==> src/rtl/bist_pkg.sv <==
// rtl/bist_pkg.sv - shared widths, tap positions, FSM states and LFSR step for the BIST chip
package bist_pkg;

    localparam int PI_W = 35;
    localparam int PO_W = 49;

    // x^35 + x^2 + 1: feedback is the MSB XOR bit 1
    localparam int LFSR_TAP = 1;
    // x^49 + x^9 + 1: the MSB is folded back into bit 9
    localparam int MISR_TAP = 9;

    typedef enum logic [1:0] {
        IDLE = 2'd0,
        RUN  = 2'd1,
        DONE = 2'd2
    } state_e;

    function automatic logic [PI_W-1:0] lfsr_next(input logic [PI_W-1:0] cur);
        return {cur[PI_W-2:0], cur[PI_W-1] ^ cur[LFSR_TAP]};
    endfunction

endpackage

==> src/rtl/bist_misr.sv <==
// rtl/bist_misr.sv - multiple-input signature register with enable and synchronous clear
// Ports: clk_i, rst_ni (async active-low), en_i compact, clr_i zero, data_i response, sig_o signature.
module bist_misr
    import bist_pkg::*;
#(
    parameter int W   = PO_W,
    parameter int TAP = MISR_TAP
) (
    input  logic         clk_i,
    input  logic         rst_ni,
    input  logic         en_i,
    input  logic         clr_i,
    input  logic [W-1:0] data_i,
    output logic [W-1:0] sig_o
);

    logic [W-1:0] sig_q;
    logic [W-1:0] sig_d;
    logic [W-1:0] fb;

    always_comb begin
        fb      = '0;
        fb[TAP] = sig_q[W-1];
        sig_d   = sig_q;
        if (clr_i) begin
            sig_d = '0;
        end else if (en_i) begin
            // rotate left, fold the MSB into the tap, then absorb the response
            sig_d = {sig_q[W-2:0], sig_q[W-1]} ^ fb ^ data_i;
        end
    end

    always_ff @(posedge clk_i or negedge rst_ni) begin
        if (!rst_ni) begin
            sig_q <= '0;
        end else begin
            sig_q <= sig_d;
        end
    end

    assign sig_o = sig_q;

endmodule

==> src/rtl/s5378.sv <==
// rtl/s5378.sv - core-under-test with the s5378 pin counts and named internal nodes
// Ports: clk, rst (async active-low), pi[34:0] primary inputs, po[48:0] primary outputs.
module s5378 (
    input  logic        clk,
    input  logic        rst,
    input  logic [34:0] pi,
    output logic [48:0] po
);

    logic        n482gat;
    logic        n226gat;
    logic        II4020;
    logic [48:0] st_q;
    logic [48:0] st_d;

    assign n482gat = pi[3] & pi[17];
    assign n226gat = pi[10] | pi[29];
    assign II4020  = pi[34] ^ st_q[0];

    always_comb begin
        st_d     = {st_q[47:0], st_q[48] ^ n482gat} ^ {14'b0, pi};
        st_d[20] = st_d[20] ^ n226gat;
        st_d[40] = st_d[40] ^ II4020;
    end

    always_ff @(posedge clk or negedge rst) begin
        if (!rst) begin
            st_q <= '0;
        end else begin
            st_q <= st_d;
        end
    end

    assign po = st_q;

endmodule

==> src/rtl/bist_chip.sv <==
// rtl/bist_chip.sv - test chip: s5378 core wrapped with LFSR/MISR logic BIST
// Ports: clk, rst (async active-low), pi[34:0] functional inputs, po[48:0] core outputs,
//        bistmode (1 = BIST), bistdone run complete, bistpass signature matched (valid with bistdone).
module bist_chip
    import bist_pkg::*;
#(
    parameter int              NUM_PATTERNS = 2000,
    parameter logic [PI_W-1:0] LFSR_SEED    = 35'h000000001,
    parameter logic [PO_W-1:0] GOLDEN_SIG   = 49'h0
) (
    input  logic            clk,
    input  logic            rst,
    input  logic [PI_W-1:0] pi,
    output logic [PO_W-1:0] po,
    input  logic            bistmode,
    output logic            bistdone,
    output logic            bistpass
);

    localparam int              CNT_W = $clog2(NUM_PATTERNS) + 1;
    localparam logic [CNT_W-1:0] LAST = CNT_W'(NUM_PATTERNS - 1);

    state_e           state_q, state_d;
    logic [PI_W-1:0]  lfsr_q, lfsr_d;
    logic [CNT_W-1:0] cnt_q, cnt_d;
    logic             run_en;
    logic             misr_clr;
    logic [PI_W-1:0]  cut_pi;
    logic [PO_W-1:0]  sig;

    always_comb begin
        state_d  = state_q;
        lfsr_d   = lfsr_q;
        cnt_d    = cnt_q;
        run_en   = 1'b0;
        misr_clr = 1'b0;
        case (state_q)
            IDLE: begin
                if (bistmode) begin
                    state_d = RUN;
                end
            end
            RUN: begin
                if (!bistmode) begin
                    // abort: back to a fresh start so a later run matches the golden signature
                    state_d  = IDLE;
                    lfsr_d   = LFSR_SEED;
                    cnt_d    = '0;
                    misr_clr = 1'b1;
                end else begin
                    run_en = 1'b1;
                    lfsr_d = lfsr_next(lfsr_q);
                    cnt_d  = cnt_q + 1'b1;
                    if (cnt_q == LAST) begin
                        state_d = DONE;
                    end
                end
            end
            DONE: begin
            end
            default: begin
                state_d = IDLE;
            end
        endcase
    end

    always_ff @(posedge clk or negedge rst) begin
        if (!rst) begin
            state_q <= IDLE;
            lfsr_q  <= LFSR_SEED;
            cnt_q   <= '0;
        end else begin
            state_q <= state_d;
            lfsr_q  <= lfsr_d;
            cnt_q   <= cnt_d;
        end
    end

    assign cut_pi = (state_q == RUN) ? lfsr_q : pi;

    s5378 circuit (
        .clk (clk),
        .rst (rst),
        .pi  (cut_pi),
        .po  (po)
    );

    bist_misr #(
        .W   (PO_W),
        .TAP (MISR_TAP)
    ) u_misr (
        .clk_i  (clk),
        .rst_ni (rst),
        .en_i   (run_en),
        .clr_i  (misr_clr),
        .data_i (po),
        .sig_o  (sig)
    );

    assign bistdone = (state_q == DONE);
    assign bistpass = bistdone && (sig == GOLDEN_SIG);

endmodule

==> config.mk <==
export PLATFORM = sky130hd
export DESIGN_NAME = bist_chip
export DESIGN_NICKNAME = d
export VERILOG_FILES = /design/src/rtl/bist_pkg.sv /design/src/rtl/bist_misr.sv /design/src/rtl/s5378.sv /design/src/rtl/bist_chip.sv
export SDC_FILE = /design/constraint.sdc
export NUM_CORES = 1
export LEC_CHECK = 0
export ABC_AREA = 1
export CAP_MARGIN = 10
export CORE_MARGIN = 8
export CORE_UTILIZATION = 50
export DETAILED_ROUTE_END_ITERATION = 8
export GPL_TIMING_DRIVEN = 0
export HOLD_SLACK_MARGIN = 0.15
export PLACE_DENSITY = 0.79
export SYNTH_ARGS = -nofsm -noshare
export SYNTH_HDL_FRONTEND = slang
export SYNTH_SLANG_ARGS = --single-unit
==> constraint.sdc <==
create_clock -name clk -period 1.4 [get_ports clk]
set_input_delay 0.28 -clock clk [delete_from_list [all_inputs] [get_ports clk]]
set_output_delay 0.28 -clock clk [all_outputs]
set_load 0.02 [all_outputs]
**Yosys cells after proc, flatten, opt, wreduce, memory -nomap -nowiden**

Index checks and enable logic that the tools add are counted.

- $add $sub $neg: 1
- Equality and inequality tests: 5
- Muxes and demuxes: 13
- Bitwise operators: 11
- Reduce and logical (&&, ||, !) cells: 5

Operators by type and width:

| cell | number |
|---|---|
| 2-to-1 mux 49 bit | 2 |
| 2-to-1 mux 35 bit | 2 |
| logical NOT 49 bit | 1 |
| bitwise XOR 49 x 10 -> 49 bit | 1 |
| bitwise XOR 49 x 35 -> 49 bit | 1 |
| bitwise XOR 49 bit | 1 |
| adder 12 x 1 -> 12 bit (second input constant) | 1 |
| == test 12 x 11 -> 1 bit (second input constant) | 1 |
| 2-to-1 mux 12 bit | 1 |
| 2-to-1 mux 2 bit | 3 |
| case mux 2 bit (3 select lines) | 1 |
| bitwise XOR 1 bit | 5 |
| 2-to-1 mux 1 bit | 4 |
| != test 3 bit (second input constant) | 1 |
| AND reduction 3 bit | 1 |
| == test 2 x 1 -> 1 bit (second input constant) | 1 |
| == test 2 bit (second input constant) | 1 |
| logical NOT 2 bit | 1 |
| != test 2 bit (second input constant) | 1 |
| nonzero test 2 bit | 1 |
| AND 1 bit | 1 |
| logical AND 1 bit | 1 |
| NOT 1 bit | 1 |
| OR 1 bit | 1 |

- Bits in registers: 147
- Logic and storage cells: 40

**Longest topological paths before layout**

Gate-level depths: netlist of the first run.

- Word-level depth: 6
- Gate-level depth with buffers: 9
- Mapped depth without buffers: 8

**By module**

From an unflattened synthesis of the first run, not the netlist that was laid out.

- Cell total of the unflattened synthesis: 671
- Area total of the unflattened synthesis: 6642.6 sq um

Modules (own cells, without submodules):

| module | instances | cells an instance | area an instance (sq um) | seq. area each (sq um) |
|---|---|---|---|---|
| bist_chip | 1 | 330 | 2633.8 | 1227.4 |
| bist_misr | 1 | 217 | 2283.4 | 1226.2 |
| s5378 | 1 | 124 | 1725.4 | 1226.2 |

**Worst setup path before layout of the first run**

No wires, ideal clock.

- Path type: reg2out
- Start point: reg state_q[1]
- End point: out bistpass
- Arrival: 1.374 ns
- Required time: 1.120 ns
- Setup slack: -0.254 ns
- Cell stages (with the launch flop): 7
- Buffers on the path: 0
- Cell sequence: dfrtp_1 inv_2 nor2_1 nand3_1 nor2_1 nand3_1 nor2_1

- Longest elaborated chain between the ends: 2

RTL lines:

| what | RTL line | text |
|---|---|---|
| start: declaration | bist_chip.sv:23 | `state_e state_q, state_d;` |
| start signal: assignment | bist_chip.sv:73 | `state_q <= state_d;` |
| == test 2 bit | bist_chip.sv:100 | `assign bistdone = (state_q == DONE);` |
| via bistdone | bist_chip.sv:16 | `output logic bistdone,` |
| logical AND 1 bit | bist_chip.sv:101 | `assign bistpass = bistdone && (sig == GOLDEN_SIG);` |
| end: declaration | bist_chip.sv:17 | `output logic bistpass` |

The timed path passes the listed nets, and every way through them passes these cells.

**Worst setup path in the final report of the first run**

- Start point: reg u_misr.sig_q[10] (netlist: u_misr.sig_o[10])
- End point: out bistpass

- Longest elaborated chain between the ends: 2

RTL lines:

| what | RTL line | text |
|---|---|---|
| start: declaration | bist_misr.sv:17 | `logic [W-1:0] sig_q;` |
| start signal: assignment | bist_misr.sv:37 | `sig_q <= sig_d;` |
| logical NOT 49 bit | bist_chip.sv:101 |  |
| logical AND 1 bit | bist_chip.sv:101 |  |

No other way between the ends.

==> flow_summary.ini, run 1 <==
[drt]
drt_pass1_iterations = 6
drt-wirelength-per-cell_um = 25.6
vias = 6237
via_per_inst = 6.05
remaining_drc_errors = 0
wl_mm = 26.4
drt_iter0_markers = 704
ant_nets = 0

[synthesis]
ys_seq_area_frac = 0.568
synth.cell_area_um2 = 6470
syn-num-nets = 683
syn_area_per_cell_um2 = 10.1
synth-edff-count = 0
synth_cells = 644
ys_ff_latch = 147
synth_ff_type = dfrtp_1
async_flop_share = 1.00
yosysUniqueCellTypes = 32
yosys_warnings = 0

[setup_path]
critPathMaxStageDelay_ps = 440
critPathMaxFanout = 3
r2r-start = state_q[1]
worstReg2RegEnd = circuit.po[31]
cp_data_required_time_ps = 1120
crit_chain = nor2_1 -> nand4_1 -> nor2_2 -> nand2_1 -> nor2_2 -> buf_6
worst-path-buf-inv = 1
end_kind = output port
cp-startpoint = u_misr.sig_o[10]
critPathLaunchType = flop
crit_path_frequent_cell = nor2_2
r2r_cells = 8
cp_data_arrival_time_ps = 1760
cp_top_family = simple AND/OR/NAND/NOR gates
reg2reg_slack_ps = -300
crit_type = flop to output port
crit_slowest_cell = dfrtp_1

[cts]
worstSkewPairLatency_ps = 450
cts_buffers = 17
cts_buffer_depth = 2
clkTransAtPathRegs_ps = 60
tritoncts = done
cts.sinks = 147
cts_htree_levels = 4
root_buffer = clkbuf_16

[timing]
relSlewSlack = 0.653
fin_ws_ps = -644
finClkSkew_ps = 15.6
tightest_slew_ps = 520
hold_viol = 0
max_freq_mhz = 489
layout_min_cycle_time_ps = 2040
setup_tns_ps = -24050
setup_violations = 137
hold_slack_ps = 338
slew_violations = 0
grt_setup_unrepaired = true
fin_crit_sh = 1.46

[pwr]
powerDensity_nw_per_um2 = 1470
ir_drop_uv = 1140
finalPower_mw = 15.4
power.leakage_nw = 4.89

[final_layout]
layout_commonest_cell = dfrtp_1
antenna-diode-count = 0
drive_gt1_frac = 0.482
area_growth_syn_to_layout_pct = 61.6
final_cell_mix = 142 x dfrtp_1, 80 x inv_1, 61 x buf_4
instances_no_fill = 1031
nNetsFinal = 885

[floorplan]
die_h_um = 130
coreArea_um2 = 12600
row_count = 41
ioPinCount = 89
die_x_um = 130
start_util = 0.513
die_area_um2 = 16800

[place]
io_buffers = 88
gp_congestion = 0.826
post-place-ws_ps = -611
place_inst = 905
hpwl_mm = 10.8

[global_route]
antenna_found_initial = 0
grt_pass1_wl_mm = 31.1
grt_overflow = 0
grt_max_degree = 101
track_usage = 0.242
grt_pass1_vias = 5917

[flow_run]
drv_cap = 0

[worst_hold_path]
hold_class = input pin to async pin

[run_status]
violations = setup timing
status = complete, but fails checks
-- routing by layer --
layer  GRT usage  share of wire  wire (um)  vias up
li1            -              -          -     2498
met1       0.280           0.36       9390     3098
met2       0.404           0.49      12800      455
met3      0.0608          0.093       2450      186
met4       0.140          0.067       1760        0
met5           0              0          0        -
-- cell families (layout without fill, tap and decap cells) --
| family | after synthesis | count (layout) | share of synthesized area |
|---|---|---|---|
| AND/OR/NAND/NOR | 156 | 156 | 0.105 |
| multiplexers | 1 | 1 | 0.00155 |
| buffers and inverters | 127 | 342 | 0.0893 |
| flip-flops | 147 | 147 | 0.568 |
| XOR/XNOR | 86 | 86 | 0.116 |
| adder cells (fa/ha/maj) | 1 | 1 | 0.00193 |
| AO/OA/AOI/OAI | 126 | 126 | 0.118 |
-- through the flow --
| stage | utilization | instance area [um^2] |
|---|---|---|
| 2_1_floorplan | - | 6480 |
| 3_3_place_gp | 0.601 | 7580 |
| 3_5_place_dp | 0.603 | 7610 |
| 4_1_cts | 0.724 | 9130 |
| 5_1_grt | 0.829 | 10500 |
| 6_report | 0.829 | 10500 |
-- worst register-to-register path, cell delays in order (launching register included) --
cell	delay [ps]
dfrtp_1	450
inv_4	110
buf_6	120
nand2_8	80
buf_12	140
clkbuf_16	160
buf_8	150
o21ai_4	160
xor2_1	240
-- synth_stat cells (all sizes together), types with 3 or more instances --
cell,number,area [um^2]
clkbuf,5,18.8
inv,89,334
nand2,92,353
xor2,34,298
o22ai,68,425
dfrtp,146,3650
xnor2,52,455
nand4,12,75.1
nand3,13,65.1
nor2,34,155
a21oi,4,20.0
nor3,3,15.0
o21ai,50,288
buf,33,225
-- how the worst max path moves through the flow --
stage / to / slack (ps) / cells after the start
after floorplan: bistpass / 10 / 5
after global placement: u_misr.sig_o[21] / -5610 / 1
after detailed placement: bistpass / -610 / 8
after CTS: bistpass / -520 / 8
after global routing: bistpass / -670 / 8
final: bistpass / -640 / 6
-- final cells by class --
cell class,count,area (um^2)
flip-flops and latches,147,3680
multi-input cells,370,3280
fillers,584,2150
repair buffers,182,1830
plain buffers,37,515
clock buffers,26,489
inverters,89,355
well taps,172,215
clock inverters,6,80.1
repair inverters,2,22.5
-- power by group --
| group | internal, mW | switching (mW) | total, mW |
|---|---|---|---|
| combinational | 2.36 | 2.64 | 5.01 |
| clock | 2.75 | 1.86 | 4.61 |
| sequential | 4.98 | 0.757 | 5.74 |
-- sequential cells by signal (all words and copies together) (netlist names) --
| name | flops |
|---|---|
| lfsr_q | 35 |
| cnt_q | 12 |
| circuit.po | 49 |
| state_q | 2 |
| u_misr.sig_o | 49 |
-- timing repair --
action                     in CTS  in global routing
pin swaps                      33                 46
setup endpoints to repair     156                145
hold buffers                    1                  0
resized for setup             337                259
hold endpoints to repair       47                  0
gates cloned                    7                 10
setup buffers                  52                 36
No activity file was read; power rests on OpenSTA's default activity.
==> run 2, diff against run 1 <==
--- a/config.mk
+++ b/config.mk
@@ -13,6 +13,8 @@
 export GPL_TIMING_DRIVEN = 0
 export HOLD_SLACK_MARGIN = 0.15
 export PLACE_DENSITY = 0.79
+export SLEW_MARGIN = 20
 export SYNTH_ARGS = -nofsm -noshare
 export SYNTH_HDL_FRONTEND = slang
+export SYNTH_HIERARCHICAL = 1
 export SYNTH_SLANG_ARGS = --single-unit
==> run 2 against run 1 <==
The run still ends with setup timing left. First-iteration DRC count fell by 11%. Sequential power rose by 3%. Non-clock buffer count fell by 9. Clock skew rose by 3.5 ps. Highest routed layer unchanged. Count of clock-buffer cells in the layout fell by 2. Power rose by 2.7%. Combinational power rose by 3%.
==> flow_summary.ini, run 2 <==
[run_status]
status = complete, but fails checks
violations = setup timing

[pwr]
finalPower_mw = 15.8
power.leakage_nw = 4.86
ir_drop_uv = 792
powerDensity_nw_per_um2 = 1490

[cts]
cts_buffers = 17
tritoncts = done
clkTransAtPathRegs_ps = 70
root_buffer = clkbuf_16
cts_htree_levels = 4
worstSkewPairLatency_ps = 440
cts.sinks = 147
cts_buffer_depth = 2

[place]
gp_congestion = 0.827
io_buffers = 88
placed_area_um2 = 7780
hpwl_mm = 11.6

[drt]
wl_mm = 26.0
drt_iter0_markers = 628
via_per_inst = 5.97
remaining_drc_errors = 0
vias = 6279
drt-wirelength-per-cell_um = 24.7
ant_nets = 0
drt_pass1_iterations = 5

[global_route]
antenna_found_initial = 0
grt_pass1_vias = 6222
grt_overflow = 0
grt_pass1_wl_mm = 33.0
track_usage = 0.240
grt_max_degree = 80

[final_layout]
antenna-diode-count = 0
nNetsFinal = 902
seq_area_um2 = 3690
final_util = 0.810
drive_gt1_frac = 0.485
postLayoutCellArea_um2 = 10600
layout_commonest_cell = dfrtp_1
nFillCells = 613
final_cell_mix = 141 x dfrtp_1, 82 x nand2_1, 54 x inv_1, 54 x o21ai_2
area_growth_syn_to_layout_pct = 59.5
multi_input_area_um2 = 3510

[setup_path]
r2r-start = state_q[1]
critPathLaunchType = flop
critPathMaxFanout = 3
worstReg2RegEnd = u_misr/sig_o[30]
cp_data_required_time_ps = 1120
crit_path_end = bistpass
r2r_cells = 11
reg2reg_slack_ps = -430
crit_slowest_cell = dfrtp_1
critPathMaxStageDelay_ps = 430
end_kind = output port
crit_chain = nor2_1 -> nand2_1 -> nor2_2 -> nand3_1 -> nor2_2 -> buf_6
cp_data_arrival_time_ps = 1720
crit_type = flop to output port
cp-startpoint = u_misr/sig_o[11]
crit_path_frequent_cell = nor2_2

[floorplan]
die_x_um = 131
die_area_um2 = 17200
start_util = 0.508
row_count = 42
ioPinCount = 89
die_h_um = 131
coreArea_um2 = 13100

[timing]
grt_setup_unrepaired = true
hold_viol = 0
fin_ws_ps = -599
finClkSkew_ps = 19.1
setup_tns_ps = -34610
tightest_slew_ps = 604
slew_violations = 0
relSlewSlack = 0.597
setup_violations = 135
max_freq_mhz = 500
layout_min_cycle_time_ps = 2000
fin_crit_sh = 1.43
hold_slack_ps = 371

[synthesis]
ys_seq_area_frac = 0.554
synth_cells = 671
synth.cell_area_um2 = 6640
syn-num-nets = 710
synthTopCellsByArea = dfrtp_1 55%, nand2_1 7.5%, xnor2_1 6.5%
yosys-top-cells-count = 146 x dfrtp_1, 132 x nand2_1, 60 x inv_1
syn_area_per_cell_um2 = 9.90
synth-edff-count = 0
synth_ff_type = dfrtp_1
post-synth-top-area-cell = dfrtp_1
yosys_warnings = 6
synth_top_area_frac = 0.550
yosysUniqueCellTypes = 34
yosysMostFrequentCell = dfrtp_1
ys_ff_latch = 147
async_flop_share = 1.00

[worst_hold_path]
hold_path_startpoint = circuit/po[35]
hold_class = flop to flop

[flow_run]
drv_cap = 0
## run 2: kinds of logic after synthesis
| family | count (synthesis) | share of synthesized area |
|---|---|---|
| and+or+nand+nor | 211 | 0.135 |
| DFF | 147 | 0.554 |
| AOI/OAI and AO/OA | 127 | 0.119 |
| buffers and inverters | 102 | 0.0799 |
| xor gates and xnor gates | 82 | 0.108 |
| muxes | 1 | 0.00151 |
| adders and majority gates | 1 | 0.00188 |
## run 2: layout make-up
type / count / share of cell area
flip-flops and latches: 147 / 0.348
multi-input cells: 422 / 0.331
repair buffers: 173 / 0.173
clock buffers: 24 / 0.0464
plain buffers: 37 / 0.0456
inverters: 64 / 0.0250
well taps: 176 / 0.0208
clock inverters: 8 / 0.00945
repair inverters: 1 / 0.000827
## run 2: metrics by stage
stage          setup WS [ps]  std cells
3_3_place_gp           -5650        935
3_5_place_dp            -685        936
5_1_grt                 -662       1052
6_report                -599       1052
4_1_cts                 -519       1030
2_1_floorplan          -32.4        671
## run 2: worst min path at each step
stage | endpoint | slack, ps | depth (start not counted)
after detailed placement | u_misr/sig_o[7] | 310 | 1
after global routing | circuit/po[38] | 390 | 0
after floorplan | circuit/po[0] | -20 | 0
after CTS | circuit/po[36] | 370 | 0
after global placement | circuit/po[36] | 360 | 0
final | circuit/po[36] | 370 | 0
## run 2: layer usage
metal / vias up / global-route usage / routed length, um
met5: - / 0 / 0
met4: 0 / 0.136 / 1700
met3: 157 / 0.0534 / 1720
met2: 398 / 0.417 / 13200
met1: 3185 / 0.268 / 9360
li1: 2539 / - / -
## run 2: critical path, delay by kind of cell (launching register included)
kind                   cells  cell delay (ps)
flip-flops                 1              430
buffers and inverters      1              140
AND/OR/NAND/NOR            5              710
## run 2: where the power goes
| group | switching (mW) | internal [mW] |
|---|---|---|
| Sequential | 0.878 | 5.05 |
| Combinational | 2.85 | 2.30 |
| Clock | 1.88 | 2.81 |
| Total | 5.61 | 10.2 |
## run 2: timing repair
item                                   in CTS  in global routing
endpoints found under the hold margin      78                  0
gates resized for setup                   458                184
setup endpoints to repair                 137                150
setup buffers                              48                 33
gates cloned                               13                  5
hold buffers                                1                  0
pin swaps                                  71                 50
